**config.mk**
```make
export PLATFORM = sky130hd
export DESIGN_NAME = i2c_event_queue_ctrl_flat
export DESIGN_NICKNAME = d
export VERILOG_FILES = /design/src/rtl/i2c_event_queue_ctrl_if.sv /design/src/rtl/i2c_event_queue_ctrl.sv /design/src/flat_wrapper.sv
export SDC_FILE = /design/constraint.sdc
export NUM_CORES = 1
export LEC_CHECK = 0
export ABC_AREA = 0
export BUFFER_PORTS_ARGS = -buffer_cell sky130_fd_sc_hd__buf_4
export CAP_MARGIN = 15
export CELL_PAD_IN_SITES_DETAIL_PLACEMENT = 1
export CELL_PAD_IN_SITES_GLOBAL_PLACEMENT = 1
export CORE_MARGIN = 2
export CORE_UTILIZATION = 40
export DETAILED_ROUTE_END_ITERATION = 8
export GPL_TIMING_DRIVEN = 1
export PLACE_DENSITY_LB_ADDON = 0.1
export SETUP_SLACK_MARGIN = 0.3
export SLEW_MARGIN = 25
export SYNTH_ARGS = -nofsm -noshare
export SYNTH_HDL_FRONTEND = slang
export SYNTH_SLANG_ARGS = --single-unit
```
**constraint.sdc**
```tcl
create_clock -name clk -period 4.1 [get_ports clk]
set_input_delay 0.82 -clock clk [delete_from_list [all_inputs] [get_ports clk]]
set_output_delay 0.82 -clock clk [all_outputs]
set_load 0.005 [all_outputs]
```
**src/rtl/i2c_event_queue_ctrl_if.sv**
```systemverilog
// rtl/i2c_event_queue_ctrl_if.sv - event/master handshake bundle for i2c_event_queue_ctrl
//
// Ports carried:
//   event side : ev_valid, ev_ready, ev_reg, ev_data, ev_mask, flush
//   master side: m_ready, m_done, m_start, m_mode, m_burst_len,
//                m_slave_addr, m_reg_addr, m_tx_data
//   status     : count, busy, drop
// Modport master is the sequencer's view; modport slave is the view of
// whatever sits around it (game FSMs plus the I2C master engine).
interface i2c_event_queue_ctrl_if #(
  parameter int N_SLAVES = 2,
  parameter int DEPTH    = 8
);
  logic                         ev_valid;
  logic                         ev_ready;
  logic [7:0]                   ev_reg;
  logic [N_SLAVES*8-1:0]        ev_data;
  logic [N_SLAVES-1:0]          ev_mask;
  logic                         flush;
  logic                         m_ready;
  logic                         m_done;
  logic                         m_start;
  logic [1:0]                   m_mode;
  logic [1:0]                   m_burst_len;
  logic [6:0]                   m_slave_addr;
  logic [7:0]                   m_reg_addr;
  logic [31:0]                  m_tx_data;
  logic [$clog2(DEPTH+1)-1:0]   count;
  logic                         busy;
  logic                         drop;

  modport master (
    input  ev_valid, ev_reg, ev_data, ev_mask, flush, m_ready, m_done,
    output ev_ready, m_start, m_mode, m_burst_len, m_slave_addr,
           m_reg_addr, m_tx_data, count, busy, drop
  );

  modport slave (
    output ev_valid, ev_reg, ev_data, ev_mask, flush, m_ready, m_done,
    input  ev_ready, m_start, m_mode, m_burst_len, m_slave_addr,
           m_reg_addr, m_tx_data, count, busy, drop
  );
endinterface

```
**src/rtl/i2c_event_queue_ctrl.sv**
```systemverilog
// rtl/i2c_event_queue_ctrl.sv - queued I2C register-write sequencer for game events
//
// Buffers {reg, per-slave data, slave mask} events in a FIFO and expands
// each one into single-byte register writes, one per selected slave in
// ascending slave order. A flush empties the FIFO and then zeroes reg 0x00
// and reg 0x01 of every slave.
// Ports:
//   clk  - clock
//   rst  - asynchronous active-high reset
//   bus  - i2c_event_queue_ctrl_if.master (event push, master handshake, status)
module i2c_event_queue_ctrl #(
  parameter int                    N_SLAVES    = 2,
  parameter int                    DEPTH       = 8,
  parameter logic [N_SLAVES*7-1:0] SLAVE_ADDRS = {7'h2A, 7'h55}
) (
  input  logic                   clk,
  input  logic                   rst,
  i2c_event_queue_ctrl_if.master bus
);
  localparam int PTR_W = $clog2(DEPTH);
  localparam int CNT_W = $clog2(DEPTH + 1);
  localparam logic [4:0] CLR_LAST = 5'(2 * N_SLAVES - 1);

  typedef enum logic [2:0] {IDLE, ISSUE, WAIT, NEXT, CLR_ISSUE, CLR_WAIT} state_t;
  state_t state, state_n;

  logic [7:0]            mem_reg  [DEPTH];
  logic [N_SLAVES*8-1:0] mem_data [DEPTH];
  logic [N_SLAVES-1:0]   mem_mask [DEPTH];
  logic [PTR_W-1:0]      wr_ptr, rd_ptr;
  logic [CNT_W-1:0]      count;

  // Working copy of the entry being fanned out.
  logic [7:0]            cur_reg;
  logic [N_SLAVES*8-1:0] cur_data;
  logic [N_SLAVES-1:0]   cur_mask;

  logic [3:0]  idx, idx_n, nx, first_set;
  logic [4:0]  clr_idx, clr_idx_n;
  logic        flush_pend, flush_pend_n;
  logic        clr_restart, clr_restart_n;
  logic        m_start, start_n;
  logic [6:0]  m_slave_addr;
  logic [7:0]  m_reg_addr;
  logic [31:0] m_tx_data;
  logic        drop;

  logic        ev_ready, push, pop, load, head_any;
  logic [3:0]  ld_slave;
  logic [7:0]  ld_reg, ld_byte;

  function automatic logic [6:0] slave_addr(input logic [3:0] s);
    return SLAVE_ADDRS[int'(s)*7 +: 7];
  endfunction

  function automatic logic [7:0] byte_of(input logic [N_SLAVES*8-1:0] d, input logic [3:0] s);
    return d[int'(s)*8 +: 8];
  endfunction

  assign ev_ready = (count < CNT_W'(DEPTH));
  // A flush cycle swallows any concurrent push; the event is reported via drop.
  assign push     = bus.ev_valid && ev_ready && !bus.flush;
  assign nx       = idx + 4'd1;

  // Lowest set mask bit of the FIFO head, used when popping in IDLE.
  always_comb begin
    first_set = '0;
    head_any  = 1'b0;
    for (int i = N_SLAVES - 1; i >= 0; i--) begin
      if (mem_mask[rd_ptr][i]) begin
        first_set = 4'(i);
        head_any  = 1'b1;
      end
    end
  end

  always_comb begin
    state_n       = state;
    idx_n         = idx;
    clr_idx_n     = clr_idx;
    clr_restart_n = clr_restart;
    flush_pend_n  = flush_pend;
    start_n       = 1'b0;
    pop           = 1'b0;
    load          = 1'b0;
    ld_slave      = idx;
    ld_reg        = cur_reg;
    ld_byte       = 8'h00;

    if (bus.flush) flush_pend_n = 1'b1;

    case (state)
      IDLE: begin
        if (bus.flush) begin
          state_n   = CLR_ISSUE;
          clr_idx_n = '0;
        end else if (count != '0) begin
          pop   = 1'b1;
          idx_n = '0;
          // An all-zero mask is simply consumed; IDLE is held.
          if (head_any) begin
            idx_n    = first_set;
            load     = 1'b1;
            ld_slave = first_set;
            ld_reg   = mem_reg[rd_ptr];
            ld_byte  = byte_of(mem_data[rd_ptr], first_set);
            state_n  = ISSUE;
          end
        end
      end
      ISSUE: begin
        if (bus.flush) begin
          state_n   = CLR_ISSUE;
          clr_idx_n = '0;
        end else if (bus.m_ready) begin
          start_n = 1'b1;
          state_n = WAIT;
        end
      end
      WAIT: begin
        // A flush seen here leaves flush_pend set; it redirects on m_done.
        if (bus.m_done) begin
          if (bus.flush || flush_pend) begin
            state_n   = CLR_ISSUE;
            clr_idx_n = '0;
          end else begin
            state_n = NEXT;
          end
        end
      end
      NEXT: begin
        if (bus.flush) begin
          state_n   = CLR_ISSUE;
          clr_idx_n = '0;
        end else if (nx >= 4'(N_SLAVES)) begin
          state_n = IDLE;
        end else begin
          idx_n = nx;
          if (cur_mask[nx]) begin
            load     = 1'b1;
            ld_slave = nx;
            ld_reg   = cur_reg;
            ld_byte  = byte_of(cur_data, nx);
            state_n  = ISSUE;
          end
        end
      end
      CLR_ISSUE: begin
        if (bus.flush) begin
          clr_idx_n = '0;
        end else if (bus.m_ready) begin
          // clr_idx walks slave-major: {slave, reg bit}.
          start_n  = 1'b1;
          load     = 1'b1;
          ld_slave = clr_idx[4:1];
          ld_reg   = {7'd0, clr_idx[0]};
          ld_byte  = 8'h00;
          state_n  = CLR_WAIT;
        end
      end
      CLR_WAIT: begin
        if (bus.flush) clr_restart_n = 1'b1;
        if (bus.m_done) begin
          if (bus.flush || clr_restart) begin
            clr_idx_n     = '0;
            clr_restart_n = 1'b0;
            state_n       = CLR_ISSUE;
          end else if (clr_idx == CLR_LAST) begin
            flush_pend_n = 1'b0;
            state_n      = IDLE;
          end else begin
            clr_idx_n = clr_idx + 5'd1;
            state_n   = CLR_ISSUE;
          end
        end
      end
      default: state_n = IDLE;
    endcase
  end

  always_ff @(posedge clk or posedge rst) begin
    if (rst) begin
      state        <= IDLE;
      idx          <= '0;
      clr_idx      <= '0;
      flush_pend   <= 1'b0;
      clr_restart  <= 1'b0;
      m_start      <= 1'b0;
      m_slave_addr <= '0;
      m_reg_addr   <= '0;
      m_tx_data    <= '0;
      cur_reg      <= '0;
      cur_data     <= '0;
      cur_mask     <= '0;
      wr_ptr       <= '0;
      rd_ptr       <= '0;
      count        <= '0;
      drop         <= 1'b0;
    end else begin
      state       <= state_n;
      idx         <= idx_n;
      clr_idx     <= clr_idx_n;
      flush_pend  <= flush_pend_n;
      clr_restart <= clr_restart_n;
      m_start     <= start_n;
      drop        <= bus.ev_valid && (!ev_ready || bus.flush);
      if (pop) begin
        cur_reg  <= mem_reg[rd_ptr];
        cur_data <= mem_data[rd_ptr];
        cur_mask <= mem_mask[rd_ptr];
      end
      if (load) begin
        m_slave_addr <= slave_addr(ld_slave);
        m_reg_addr   <= ld_reg;
        m_tx_data    <= {ld_byte, 24'd0};
      end
      if (bus.flush) begin
        wr_ptr <= '0;
        rd_ptr <= '0;
        count  <= '0;
      end else begin
        if (push) wr_ptr <= wr_ptr + PTR_W'(1);
        if (pop)  rd_ptr <= rd_ptr + PTR_W'(1);
        if (push && !pop)      count <= count + CNT_W'(1);
        else if (pop && !push) count <= count - CNT_W'(1);
      end
    end
  end

  // FIFO storage needs no reset; occupancy is tracked by the pointers.
  always_ff @(posedge clk) begin
    if (push) begin
      mem_reg[wr_ptr]  <= bus.ev_reg;
      mem_data[wr_ptr] <= bus.ev_data;
      mem_mask[wr_ptr] <= bus.ev_mask;
    end
  end

  assign bus.ev_ready     = ev_ready;
  assign bus.m_start      = m_start;
  assign bus.m_mode       = 2'b10;
  assign bus.m_burst_len  = 2'b00;
  assign bus.m_slave_addr = m_slave_addr;
  assign bus.m_reg_addr   = m_reg_addr;
  assign bus.m_tx_data    = m_tx_data;
  assign bus.count        = count;
  assign bus.busy         = (state != IDLE) || (count != '0) || flush_pend;
  assign bus.drop         = drop;
endmodule
```
**src/flat_wrapper.sv**
```systemverilog
// flat-port wrapper written by rule: the top's interface ports become plain ports
module i2c_event_queue_ctrl_flat 
#(
  parameter int                    N_SLAVES    = 2,
  parameter int                    DEPTH       = 8,
  parameter logic [N_SLAVES*7-1:0] SLAVE_ADDRS = {7'h2A, 7'h55}
)
  (clk, rst, bus_ev_valid, bus_ev_reg, bus_ev_data, bus_ev_mask, bus_flush, bus_m_ready, bus_m_done, bus_ev_ready, bus_m_start, bus_m_mode, bus_m_burst_len, bus_m_slave_addr, bus_m_reg_addr, bus_m_tx_data, bus_count, bus_busy, bus_drop);
  i2c_event_queue_ctrl_if #(.N_SLAVES(N_SLAVES), .DEPTH(DEPTH)) bus_i ();
  input  logic clk;
  input  logic rst;
  input wire logic [$bits(bus_i.ev_valid)-1:0] bus_ev_valid;
  input wire logic [$bits(bus_i.ev_reg)-1:0] bus_ev_reg;
  input wire logic [$bits(bus_i.ev_data)-1:0] bus_ev_data;
  input wire logic [$bits(bus_i.ev_mask)-1:0] bus_ev_mask;
  input wire logic [$bits(bus_i.flush)-1:0] bus_flush;
  input wire logic [$bits(bus_i.m_ready)-1:0] bus_m_ready;
  input wire logic [$bits(bus_i.m_done)-1:0] bus_m_done;
  output wire logic [$bits(bus_i.ev_ready)-1:0] bus_ev_ready;
  output wire logic [$bits(bus_i.m_start)-1:0] bus_m_start;
  output wire logic [$bits(bus_i.m_mode)-1:0] bus_m_mode;
  output wire logic [$bits(bus_i.m_burst_len)-1:0] bus_m_burst_len;
  output wire logic [$bits(bus_i.m_slave_addr)-1:0] bus_m_slave_addr;
  output wire logic [$bits(bus_i.m_reg_addr)-1:0] bus_m_reg_addr;
  output wire logic [$bits(bus_i.m_tx_data)-1:0] bus_m_tx_data;
  output wire logic [$bits(bus_i.count)-1:0] bus_count;
  output wire logic [$bits(bus_i.busy)-1:0] bus_busy;
  output wire logic [$bits(bus_i.drop)-1:0] bus_drop;
  assign bus_i.ev_valid = bus_ev_valid;
  assign bus_i.ev_reg = bus_ev_reg;
  assign bus_i.ev_data = bus_ev_data;
  assign bus_i.ev_mask = bus_ev_mask;
  assign bus_i.flush = bus_flush;
  assign bus_i.m_ready = bus_m_ready;
  assign bus_i.m_done = bus_m_done;
  assign bus_ev_ready = bus_i.ev_ready;
  assign bus_m_start = bus_i.m_start;
  assign bus_m_mode = bus_i.m_mode;
  assign bus_m_burst_len = bus_i.m_burst_len;
  assign bus_m_slave_addr = bus_i.m_slave_addr;
  assign bus_m_reg_addr = bus_i.m_reg_addr;
  assign bus_m_tx_data = bus_i.m_tx_data;
  assign bus_count = bus_i.count;
  assign bus_busy = bus_i.busy;
  assign bus_drop = bus_i.drop;
  i2c_event_queue_ctrl #(.N_SLAVES(N_SLAVES), .DEPTH(DEPTH), .SLAVE_ADDRS(SLAVE_ADDRS)) u_core (.clk(clk), .rst(rst), .bus(bus_i));
endmodule
```
## Word-level counts from Yosys, hierarchy flattened

Memory sizes are Yosys's and may differ from the RTL's.
Cells that the tools add are included.
Widths: inputs -> output; s select.

- Bits in latches: 0
- Memories kept: 3
- Bits in registers: 75
- Bits in writable memories: 208
- Memory bits (read-only): 0
- Logic and storage cells: 167

Memories:

| name | depth | width | read ports | clocked after memory_dff | write ports | line | RTL |
|---|---|---|---|---|---|---|---|
| u_core.mem_data | 8 | 16 | 1 | 0 | 1 | i2c_event_queue_ctrl.sv:28 | `logic [N_SLAVES*8-1:0] mem_data [DEPTH];` |
| u_core.mem_reg | 8 | 8 | 1 | 0 | 1 | i2c_event_queue_ctrl.sv:27 | `logic [7:0] mem_reg [DEPTH];` |
| u_core.mem_mask | 8 | 2 | 1 | 0 | 1 | i2c_event_queue_ctrl.sv:29 | `logic [N_SLAVES-1:0] mem_mask [DEPTH];` |

- Add/sub/neg operators: 6
- $lt $le $gt $ge: 3
- Div/mod/pow operators: 0
- Shift operators: 3
- Muxes and demuxes: 87
- Multiply operators: 1
- Bitwise operators: 0
- Equal/unequal tests: 21
- Reductions and logical operators: 27

Operators by type and width:

| cell | count |
|---|---|
| $mux 8 | 11 |
| $mux 4 | 15 |
| $mux 3 | 19 |
| $pmux 8 s2 | 2 |
| $shiftx 14x32->7 const A | 1 |
| $mux 5 | 6 |
| $mux 1 | 29 |
| $pmux 3 s6 | 1 |
| $shiftx 16x5->8 | 1 |
| $shiftx 16x8->8 | 1 |
| $pmux 5 s3 | 1 |
| $ne 2x2->1 const B | 7 |
| $pmux 4 s3 | 1 |
| $ne 3x2->1 const B | 3 |
| $reduce_bool 3->1 | 3 |
| $add 4x1->4 const B | 2 |
| $pmux 4 s2 | 1 |
| $reduce_and 8->1 | 1 |
| $mul 4x3->7 const B | 1 |
| $add 3x1->3 const B | 2 |
| $eq 3x2->1 const B | 2 |
| $eq 3x3->1 const B | 2 |
| $ne 2x1->1 const B | 3 |
| $reduce_and 6->1 | 1 |
| 19 further kinds | 32 |

## Depth between registers and ports, before layout

Gate-level depths: netlist of run 1.

- Depth in word-level cells: 9
- Mapped depth: 12

## Worst setup path after synthesis of run 1

OpenSTA, ideal clock, no wires.

- Path type: in2reg
- From: in bus_flush
- To: mem u_core.mem_data[0][0] (netlist bit) (enable)
- Data required time: 3.658 ns
- Arrival time: 3.408 ns
- Stages: 4
- Library setup time: 0.442 ns
- Path slack: 0.250 ns
- Path through: clkbuf_1 > clkbuf_1 > or3_1 > nor3_1

- Word-level cells in the longest chain between the ends: 4

RTL lines:

| item | line | RTL |
|---|---|---|
| start, declared | flat_wrapper.sv:16 | `input wire logic [$bits(bus_i.flush)-1:0] bus_flush;` |
| $logic_not 1->1 | i2c_event_queue_ctrl.sv:62 | `assign push = bus.ev_valid && ev_ready && !bus.flush;` |
| $logic_and 1x1->1 | i2c_event_queue_ctrl.sv:62 |  |
| $mux 1 | i2c_event_queue_ctrl.sv:232 | `if (push) begin` |
| $mux 1 (implied by the code) | i2c_event_queue_ctrl.sv:234 | `mem_data[wr_ptr] <= bus.ev_data;` |
| end, declared | i2c_event_queue_ctrl.sv:28 |  |

Every way passes these cells.

## Worst setup path after layout of run 1

- From: reg u_core.rd_ptr[0]
- To: reg u_core.m_slave_addr[4], in the netlist u_core.bus.m_slave_addr[4]

- Word-level cells in the longest chain between the ends: 9

RTL lines:

| item | line | RTL |
|---|---|---|
| start, declared | i2c_event_queue_ctrl.sv:30 | `logic [PTR_W-1:0] wr_ptr, rd_ptr;` |
| start signal, assigned | i2c_event_queue_ctrl.sv:223 | `if (pop) rd_ptr <= rd_ptr + PTR_W'(1);` |
| $mem_v2 8x2 * | - |  |
| $mux 1 (2 in a row) | i2c_event_queue_ctrl.sv:70 | `if (mem_mask[rd_ptr][i]) begin` |
| $mux 4 | i2c_event_queue_ctrl.sv:101 | `if (head_any) begin` |
| $mux 4 | i2c_event_queue_ctrl.sv:97 | `end else if (count != '0) begin` |
| $mux 4 | i2c_event_queue_ctrl.sv:94 | `if (bus.flush) begin` |
| $pmux 4 s3 | i2c_event_queue_ctrl.sv:92 | `case (state)` |
| $mul 4x3->7 | i2c_event_queue_ctrl.sv:53 | `return SLAVE_ADDRS[int'(s)*7 +: 7];` |
| $shiftx 14x32->7 | i2c_event_queue_ctrl.sv:53 |  |
| end signal, assigned | i2c_event_queue_ctrl.sv:213 | `m_slave_addr <= slave_addr(ld_slave);` |
| end, declared | i2c_event_queue_ctrl.sv:43 | `logic [6:0] m_slave_addr;` |

Every way passes the cells marked *; elsewhere a longest branch is shown, timed or not.
A chain may end at the register's enable or synchronous reset.

==> results, run 1 <==
- Sorting the synthesized cells by area gives the leading types as edfxtp_1 53%, dfrtp_1 15%, mux4_2 9.8%.
- The worst-case hold slack is 0.261 ns.
- The net count of the finished layout is 844.
- The post-synthesis cell type count is 58.
- The post-synth design cell area is around 12000 um^2.
- Setup repair after global routing left no endpoint under its margin.
- The number of antenna violations at the first check in global routing is 0.
- The synthesis-stage register bit count is around 280.
- In this run switching power makes up 26.0% of total power.
- The detailed-route via count is about 6400.
- The final estimated routing congestion in global placement is 0.749.
- The maximum net fanout on the critical path is 20.
- The pin count of the biggest net entering global routing is 57.
- Clock-pin slew was measured on the worst setup and hold paths at around 0.060 ns.
- The number of input and output port buffers inserted is 62.
- The total buffers and inverters traversed by the critical path is 0.
- During synthesis, Yosys emitted a total of 0 warnings.
- The clock reaches the later pin of the worst-skew pair after ~0.55 ns.
- The initial utilization of the core area, before any placement, comes to 40.6%.
- The slowest stage of the critical path belongs to the cell dfrtp_2.
- The count of endpoints failing setup in the final report is 0.
- The slew at the pin with the worst max-slew slack is 0.899 ns.
- The power density over the cells is 531 nW/um^2.
- The number of antenna diodes in the final layout is 0.
- The cell family contributing the most delay on the critical path is multiplexers.
- The via count of the first global-routing pass came to 6916.
- The startpoint kind of the worst setup timing path is a flip-flop.
- The commonest register cell after synthesis is edfxtp_1.
- In this run, the combinational gates consume 14.2% of the power.
- The height of the die is ~170 um.
- The final antenna-violating net count is 0.
- The worst path needs 3.14 ns of the cycle, external delays included.
- The library cell used as clock root buffer is clkbuf_16.
- The routed wire length is 26000 um.
- The leakage power is 4.69 nW.
- The site row count is 62.
- The floorplan core area is approximately 29000 um^2.
- The share of the cycle needed by the critical path after routing is 76.5%.
- Gates resized during post-CTS repair numbered 0.
- The average cell area after synthesis is 15.8 um^2.
- The routed wire length per instance is 21.4 um.
- The total global-route track usage is between 10% and 20%.
- The met1 demand-to-capacity share in global routing is 24.5%.
- Hold repair after CTS inserted 0 buffers.
- The minimum setup slack among reg-to-reg paths is 0.96 ns.
- The flow ran to the end, and the final reports show no timing, DRC or antenna violations.
- Counting cells, the worst reg-to-reg path comes to 6.
- The global-route congestion overflow total is 0.
- Cell internal power was estimated by the tool at ~5.3 mW.
- The fraction of met3 tracks used by global routing is roughly 2.9%.
- In the synthesized netlist the async set-or-reset flop fraction comes to 25.2%.
- The CTS tree is done.
- The part of the power in registers is 50.5%.
- The startpoint identified for the worst register-to-register timing path is u_core.rd_ptr[0].
- The arrival time at the worst endpoint is 3.64 ns.
- The number of max-slew violations in the final report is 0.
- The number of instances in the placed design is between 1000 and 1500.
- The first global-routing pass estimated between 40000 and 50000 um of wire.
- In this run the horizontal extent of the chip is 175 um.
- The per-cell via count in the routed design is roughly 5.3.
- STA puts the critical path data required time at 4.60 ns.
- The most utilized layer in the global route result is met2.
- Static timing analysis puts the maximum clock frequency at 319 MHz.
- The count of non-filler cells in the finished layout is approximately 1200.
- The iteration-0 DRC count of the detailed router is 367.
- The placed wire-length estimate is 16000 um.
- In this run the post-CTS setup repair buffer count came out at 0.
- The accumulated negative setup slack is 0 ns.
- Buffers inserted during clock tree synthesis total 31.
- The first-pass detailed-route iteration total is 4.
- The clock network burns 35.3% of the power.
- For this run, the slowest stage of the critical path takes around 0.80 ns.
- After technology mapping, the gate count stands at 738.
- The final setup skew is approximately 0.013 ns.
- The worst supply voltage drop on vdd is 0.000324 V.
- The top cell type by total area after synthesis is edfxtp_1.
- Walking the worst path, the cells encountered are mux4_2 > mux2i_4 > nand2_4 > a211oi_4 > and2_1 > a31o_2.
- For this design the top-level I/O count stands at 91.
- The remaining max-slew budget at the tightest pin is 39.6%.
- The area growth from synthesis to layout is 14.4%.
- The kind of path behind the tightest hold check is input pin to async pin.
- The sort of element at the end of the critical path is a flip-flop.
- The die covers 30600 um^2.
- Of the cells placed in the final design, the portion with a size suffix greater than 1 is 23.8%.
- The CTS H-tree depth is 1.
- The global-route track usage on met2 is 28.8%.
- The number of maximum-capacitance constraint violations is 0.
- The reg-to-reg critical path endpoint is u_core.bus.m_slave_addr[4].
- The total number of clock tree sinks is roughly 280.
- The synthesized design contains 208 enable-type register cells.
- The count of endpoints failing hold in the final timing report is 0.
- The analysis attributes to net switching a power of 1.85 mW.
- The total DRC errors in the routed layout is 0.
- The register with the most flip-flops in the layout has between 100 and 150 of them.
- By startpoint and endpoint, the worst setup path is classified as flip-flop to flip-flop.
- The maximum buffer depth of the clock tree is 3.
- Sequential elements use 68.4% of the synthesized area.
- The area share of the leading cell type in the synthesized netlist is between 50% and 60%.
-- layer usage --
layer / vias up / routed length, um
li1: 2915 / -
met3: 37 / 1330
met1: 3284 / 11800
met4: 0 / 516
met2: 145 / 12300
met5: - / 0
-- area by class of cell --
type                       instances  area [um^2]
clock buffer                      43          821
tap                              384          480
sequential                       278         8000
timing repair buffer              78          586
fill                            2798        15400
multi-input combinational        407         3360
inverter                           8         30.0
clock inverter                    15         95.1
-- per-stage QoR --
step           instance area [um^2]  power, mW  util, %  setup WS, ns
5_1_grt                       13400       7.47     46.5         0.680
2_1_floorplan                 11800       4.24        -         0.440
4_1_cts                       13400       7.22     46.5         0.865
3_5_place_dp                  12500       4.68     43.3         0.887
3_3_place_gp                  12500       4.62     43.3         0.948
6_report                      13400       7.11     46.5         0.963
-- worst register-to-register path, delay by kind of cell, from the launching register on --
kind               cells  cell delay, ns
AOI/OAI and AO/OA      2            0.80
and+or+nand+nor        2            0.36
muxes                  2            1.13
DFF                    1            0.80
-- power by group through the flow --
stage | Combinational (mW) | Sequential, mW | Clock (mW)
2_1_floorplan | 0.706 | 3.54 | 0
3_3_place_gp | 0.996 | 3.63 | 0
3_5_place_dp | 1.03 | 3.65 | 0
4_1_cts | 1.04 | 3.59 | 2.59
5_1_grt | 1.15 | 3.63 | 2.69
6_report | 1.01 | 3.59 | 2.51
-- kinds of logic after synthesis --
logic type,after synthesis,synth area share [%]
buffers and inverters,79,3.95
adder cells (fa/ha/maj),8,0.920
AO/OA/AOI/OAI,121,6.50
flip-flops,278,68.4
XOR/XNOR,9,0.674
AND/OR/NAND/NOR,153,6.15
multiplexers,88,13.4
other,2,0.0642
-- Yosys cell counts, drive strengths merged (2+ instances only) --
cell type,instances
edfxtp,208
dfrtp,70
nand2,64
buf,57
mux4,52
o21ai,40
a21oi,35
mux2i,35
nor2,35
clkbuf,14
nor3,11
o211ai,9
inv,8
o22ai,8
ha,7
nand2b,7
nand3,7
nand3b,6
or3,5
xnor2,5
a21o,4
a31oi,4
and2,4
or2,4
xor2,4
a211oi,3
a31o,3
o21a,3
a211o,2
conb,2
nor2b,2
nor4,2
o31ai,2
or4,2
-- worst max path at each step --
stage,from,endpoint,cells after the start
after global routing,u_core.rd_ptr[0],u_core.bus.m_reg_addr[5],6
after detailed placement,u_core.rd_ptr[0],u_core.bus.m_reg_addr[5],6
final,u_core.rd_ptr[0],u_core.bus.m_slave_addr[4],6
after global placement,u_core.rd_ptr[0],u_core.bus.m_slave_addr[4],6
after floorplan,bus_flush,u_core.mem_data[1][0],5
after CTS,u_core.rd_ptr[0],u_core.bus.m_slave_addr[4],6
-- cell usage in the layout (no fill, tap or decap), types with 7 or more instances in the layout --
| cell type | instances |
|---|---|
| dfrtp_1 | 67 |
| clkbuf_1 | 12 |
| edfxtp_1 | 208 |
| ha_1 | 7 |
| a21oi_1 | 33 |
| clkbuf_16 | 31 |
| mux4_2 | 51 |
| nand3_1 | 7 |
| conb_1 | 28 |
| o211ai_1 | 9 |
| nor2_1 | 29 |
| nor3_1 | 9 |
| buf_4 | 78 |
| nand2_1 | 63 |
| o22ai_1 | 8 |
| inv_1 | 7 |
| mux2i_1 | 33 |
| o21ai_0 | 39 |
| clkinv_1 | 7 |
| nand2b_1 | 7 |
Power figures use the tool's default switching activity.
==> run 2, diff against run 1 <==
clock period = 2.5 ns   (was 4.1 ns; I/O delays follow)
==> run 2 against run 1 <==
  * Register-to-register slack worse by 0.72 ns
  * Flip-flop and latch count unchanged
  * Critical path depth down 1
  * Non-clock buffer count up 60
  * Final area up 8.3%
  * Final cell count up 4.9%
  * Clock skew down 0.0047 ns
  * Sequential power up 62%
  * Core utilization up 3.8 points
  * Wire length up 3.5%
  * Power up 80%
  * Clock-buffer cell count down 10
  * Critical path type is now flip-flop to primary output
  * Highest routed layer unchanged
==> results, run 2 (synthesis results as in run 1) <==
- Cells with a size suffix above 1 make up 35.5% of the layout.
- Setup repair after global routing could not meet its margin everywhere.
- The clock network accounts for between 30 and 40% of the total power.
- The post-layout minimum cycle time is 2.26 ns.
- 0 antenna diodes ended up in the layout.
- The flow ran to the end, and the final reports show no timing, DRC or antenna violations.
- The routed layout has between 6000 and 7000 vias.
- The critical path endpoint is bus_busy.
- The die outline area is 30600 um^2.
- The slew at the pin with the worst max-slew slack is 0.681 ns.
- The boundary pin count is 91.
- The final worst setup slack is 0.238 ns.
- The iteration-0 DRC count of the detailed router is 387.
- The final antenna-violating net count is 0.
- The pre-antenna-repair detailed-routing pass consisted of 4 iterations.
- The reg-to-reg critical path endpoint is u_core.bus.m_slave_addr[4].
- The leakage power is 5.15 nW.
- The most common cell after layout, fill and taps aside is edfxtp_1.
- The die is between 150 and 200 um wide.
- Summing internal, switching and leakage power gives 12.8 mW.
- After detailed placement, the total cell area comes to 12900 um^2.
- The fraction of met3 tracks used by global routing is under 10%.
- Summed over all nets, the half-perimeter wirelength after detailed placement is 16500 um.
- The internal power consumption is 9.40 mW.
- The final cell utilization of the core is 50.3%.
- Along the worst path, the maximum fanout reaches 4.
- In the final design database the tool counted 904 nets.
- The power density over the cells is ~880 nW/um^2.
- STA classifies the critical path startpoint as a flip-flop.
- The height of the die is roughly 170 um.
- CTS saw 278 sinks.
- The pin count of the biggest net entering global routing is 53.
- Of the total power, registers draw between 40% and 50%.
- The total DRC errors in the routed layout is 0.
- Of the total power, the share spent switching nets is 26.3%.
- Hold is met by 0.0407 ns.
- The number of instances in the placed design is 1182.
- The wire length of the first global-routing pass is 42500 um.
- The cell area after layout is 14500 um^2.
- Routability-driven placement finished with a final weighted congestion of 0.760.
- The CTS clock-pin slew for the worst setup and hold paths is 0.06 ns.
- The maximum buffer depth of the clock tree is 3.
- The cell depth of the worst flop-to-flop path is 9.
- Clock tree synthesis selected as its root buffer the cell clkbuf_16.
- Max-cap violations in this run came to 0.
- The arrival time at the worst endpoint is 1.76 ns.
- Global routing consumed, on the met1 layer, 24.9% of the routing resources.
- The floorplan has 62 rows.
- CTS built an H-tree with a depth of 1.
- The worst-case IR drop observed on VDD is roughly 0.00056 V.
- In this run the tightest slew margin relative to its limit is 54.5%.
- The number of input and output port buffers inserted is 62.
- The top cell types in the final layout, fill and taps aside, are 208 x edfxtp_1, 114 x buf_4, 63 x dfrtp_1.
- The global-route track usage on met2 is a little under a third.
- The register with the most flip-flops in the layout has 128 of them.
- OpenSTA, run right after detailed placement, puts the worst setup slack at 0.135 ns.
- The sort of element at the end of the critical path is a primary output.
- Counting the buffers created by CTS gives 31.
- For this run the aggregate overflow at the end of global routing stands at 0.
- The startpoint of the most critical setup path is u_core.state[1].
- The number of antenna violations at the first check in global routing came to 0.
- Global routing consumed, over all layers together, 18.1% of the routing resources.
- After detailed routing, the average wire length per cell comes to 21.1 um.
- The most utilized layer in the global route result is met2.
- The initial core utilization is 40.6%.
- The floorplan core area is 28800 um^2.
- The count of non-filler cells in the finished layout is about 1300.
- The min-delay analysis places its worst path in the category input pin to async pin.
- The accumulated negative setup slack is 0 ns.
- After detailed routing, the total wire length is 26900 um.
- The data required time of the worst path is 2.00 ns.
- The source-to-sink clock delay at the later pin of the worst-skew pair is around 0.56 ns.
- The CTS tree is done.
- Dividing the detail-routed via count by the number of cells gives 5.21.
- The area growth from synthesis to layout is 23.9%.
- Between clock sinks in the finished design, the worst skew comes to 0.00837 ns.
- The share of the cycle needed by the critical path after routing is 90.5%.
- The minimum setup slack among reg-to-reg paths is about 0.24 ns.
- The start of the worst register-to-register path is u_core.rd_ptr[0].
- The count of endpoints failing hold in the final timing report is 0.
- The switching power is 3.36 mW.
- The via count of the first global-routing pass came to 7160.
- The critical path is of the flip-flop to primary output type.
- The share of total power dissipated in combinational logic is 16.8%.
- The number of max-slew violations in the final report is 0.
- The count of endpoints failing setup in the final report is 0.
- Based on the critical path, the design can be clocked at up to 442 MHz.
run 2: cell count changes in the layout (fill, tap and decap cells not counted), moves of 4 or more:
| cell | previous run | this run |
|---|---|---|
| buf_12 | 0 | 13 |
| nor2_1 | 29 | 25 |
| dfrtp_1 | 67 | 63 |
| buf_6 | 0 | 9 |
| clkbuf_1 | 12 | 2 |
| a21oi_1 | 33 | 24 |
| nand2_1 | 63 | 57 |
| clkinvlp_4 | 0 | 7 |
| buf_4 | 78 | 114 |
| a21oi_2 | 2 | 11 |
| nand2_2 | 0 | 5 |
| bufinv_16 | 1 | 6 |
| nor2_4 | 0 | 5 |
run 2: cell type report:
| cell class | count | area, um^2 |
|---|---|---|
| timing repair buffer | 138 | 1240 |
| clock buffer | 33 | 783 |
| multi-input combinational | 407 | 3640 |
| inverter | 8 | 33.8 |
| clock inverter | 25 | 300 |
| fill | 2779 | 14300 |
| sequential | 278 | 8010 |
| tap | 384 | 480 |
run 2: power by group through the flow:
stage	Sequential [mW]	Clock [mW]	Combinational [mW]
after detailed placement	5.91	0	1.89
final	5.83	4.79	2.15
after CTS	5.82	4.90	2.07
after floorplan	5.81	0	1.20
after global routing	5.89	5.08	2.38
after global placement	5.88	0	1.83
run 2: critical path, cell delays in order, from the launching register on:
cell	delay (ns)
dfrtp_1	0.42
buf_6	0.14
or2_4	0.24
nor2_4	0.12
nand3b_1	0.12
buf_4	0.16
run 2: worst min-delay path by stage:
| stage | from | end | slack [ns] | depth (start not counted) |
|---|---|---|---|---|
| 3_5_place_dp | u_core.cur_data[4] | u_core.cur_data[4] | 0.47 | 2 |
| 4_1_cts | rst | u_core.bus.m_tx_data[28] | 0.05 | 2 |
| 2_1_floorplan | u_core.cur_mask[1] | u_core.cur_mask[1] | 0.44 | 2 |
| 3_3_place_gp | u_core.cur_data[10] | u_core.cur_data[10] | 0.46 | 2 |
| 6_report | rst | u_core.bus.m_tx_data[28] | 0.04 | 2 |
| 5_1_grt | rst | u_core.bus.m_tx_data[30] | 0.07 | 2 |
run 2: per-layer routing:
| metal | share of wire [%] | vias to the layer above |
|---|---|---|
| met4 | 1.8 | 0 |
| li1 | - | 3026 |
| met5 | 0 | - |
| met3 | 4.0 | 36 |
| met2 | 49 | 140 |
| met1 | 45 | 3434 |
run 2: timing repair:
action,4_1_cts,5_1_grt
endpoints found under the hold margin,0,0
buffers inserted,17,15
cloned,1,0
hold buffers,0,0
setup endpoints to repair,58,128
gates resized for setup,31,36
pin swaps,7,30
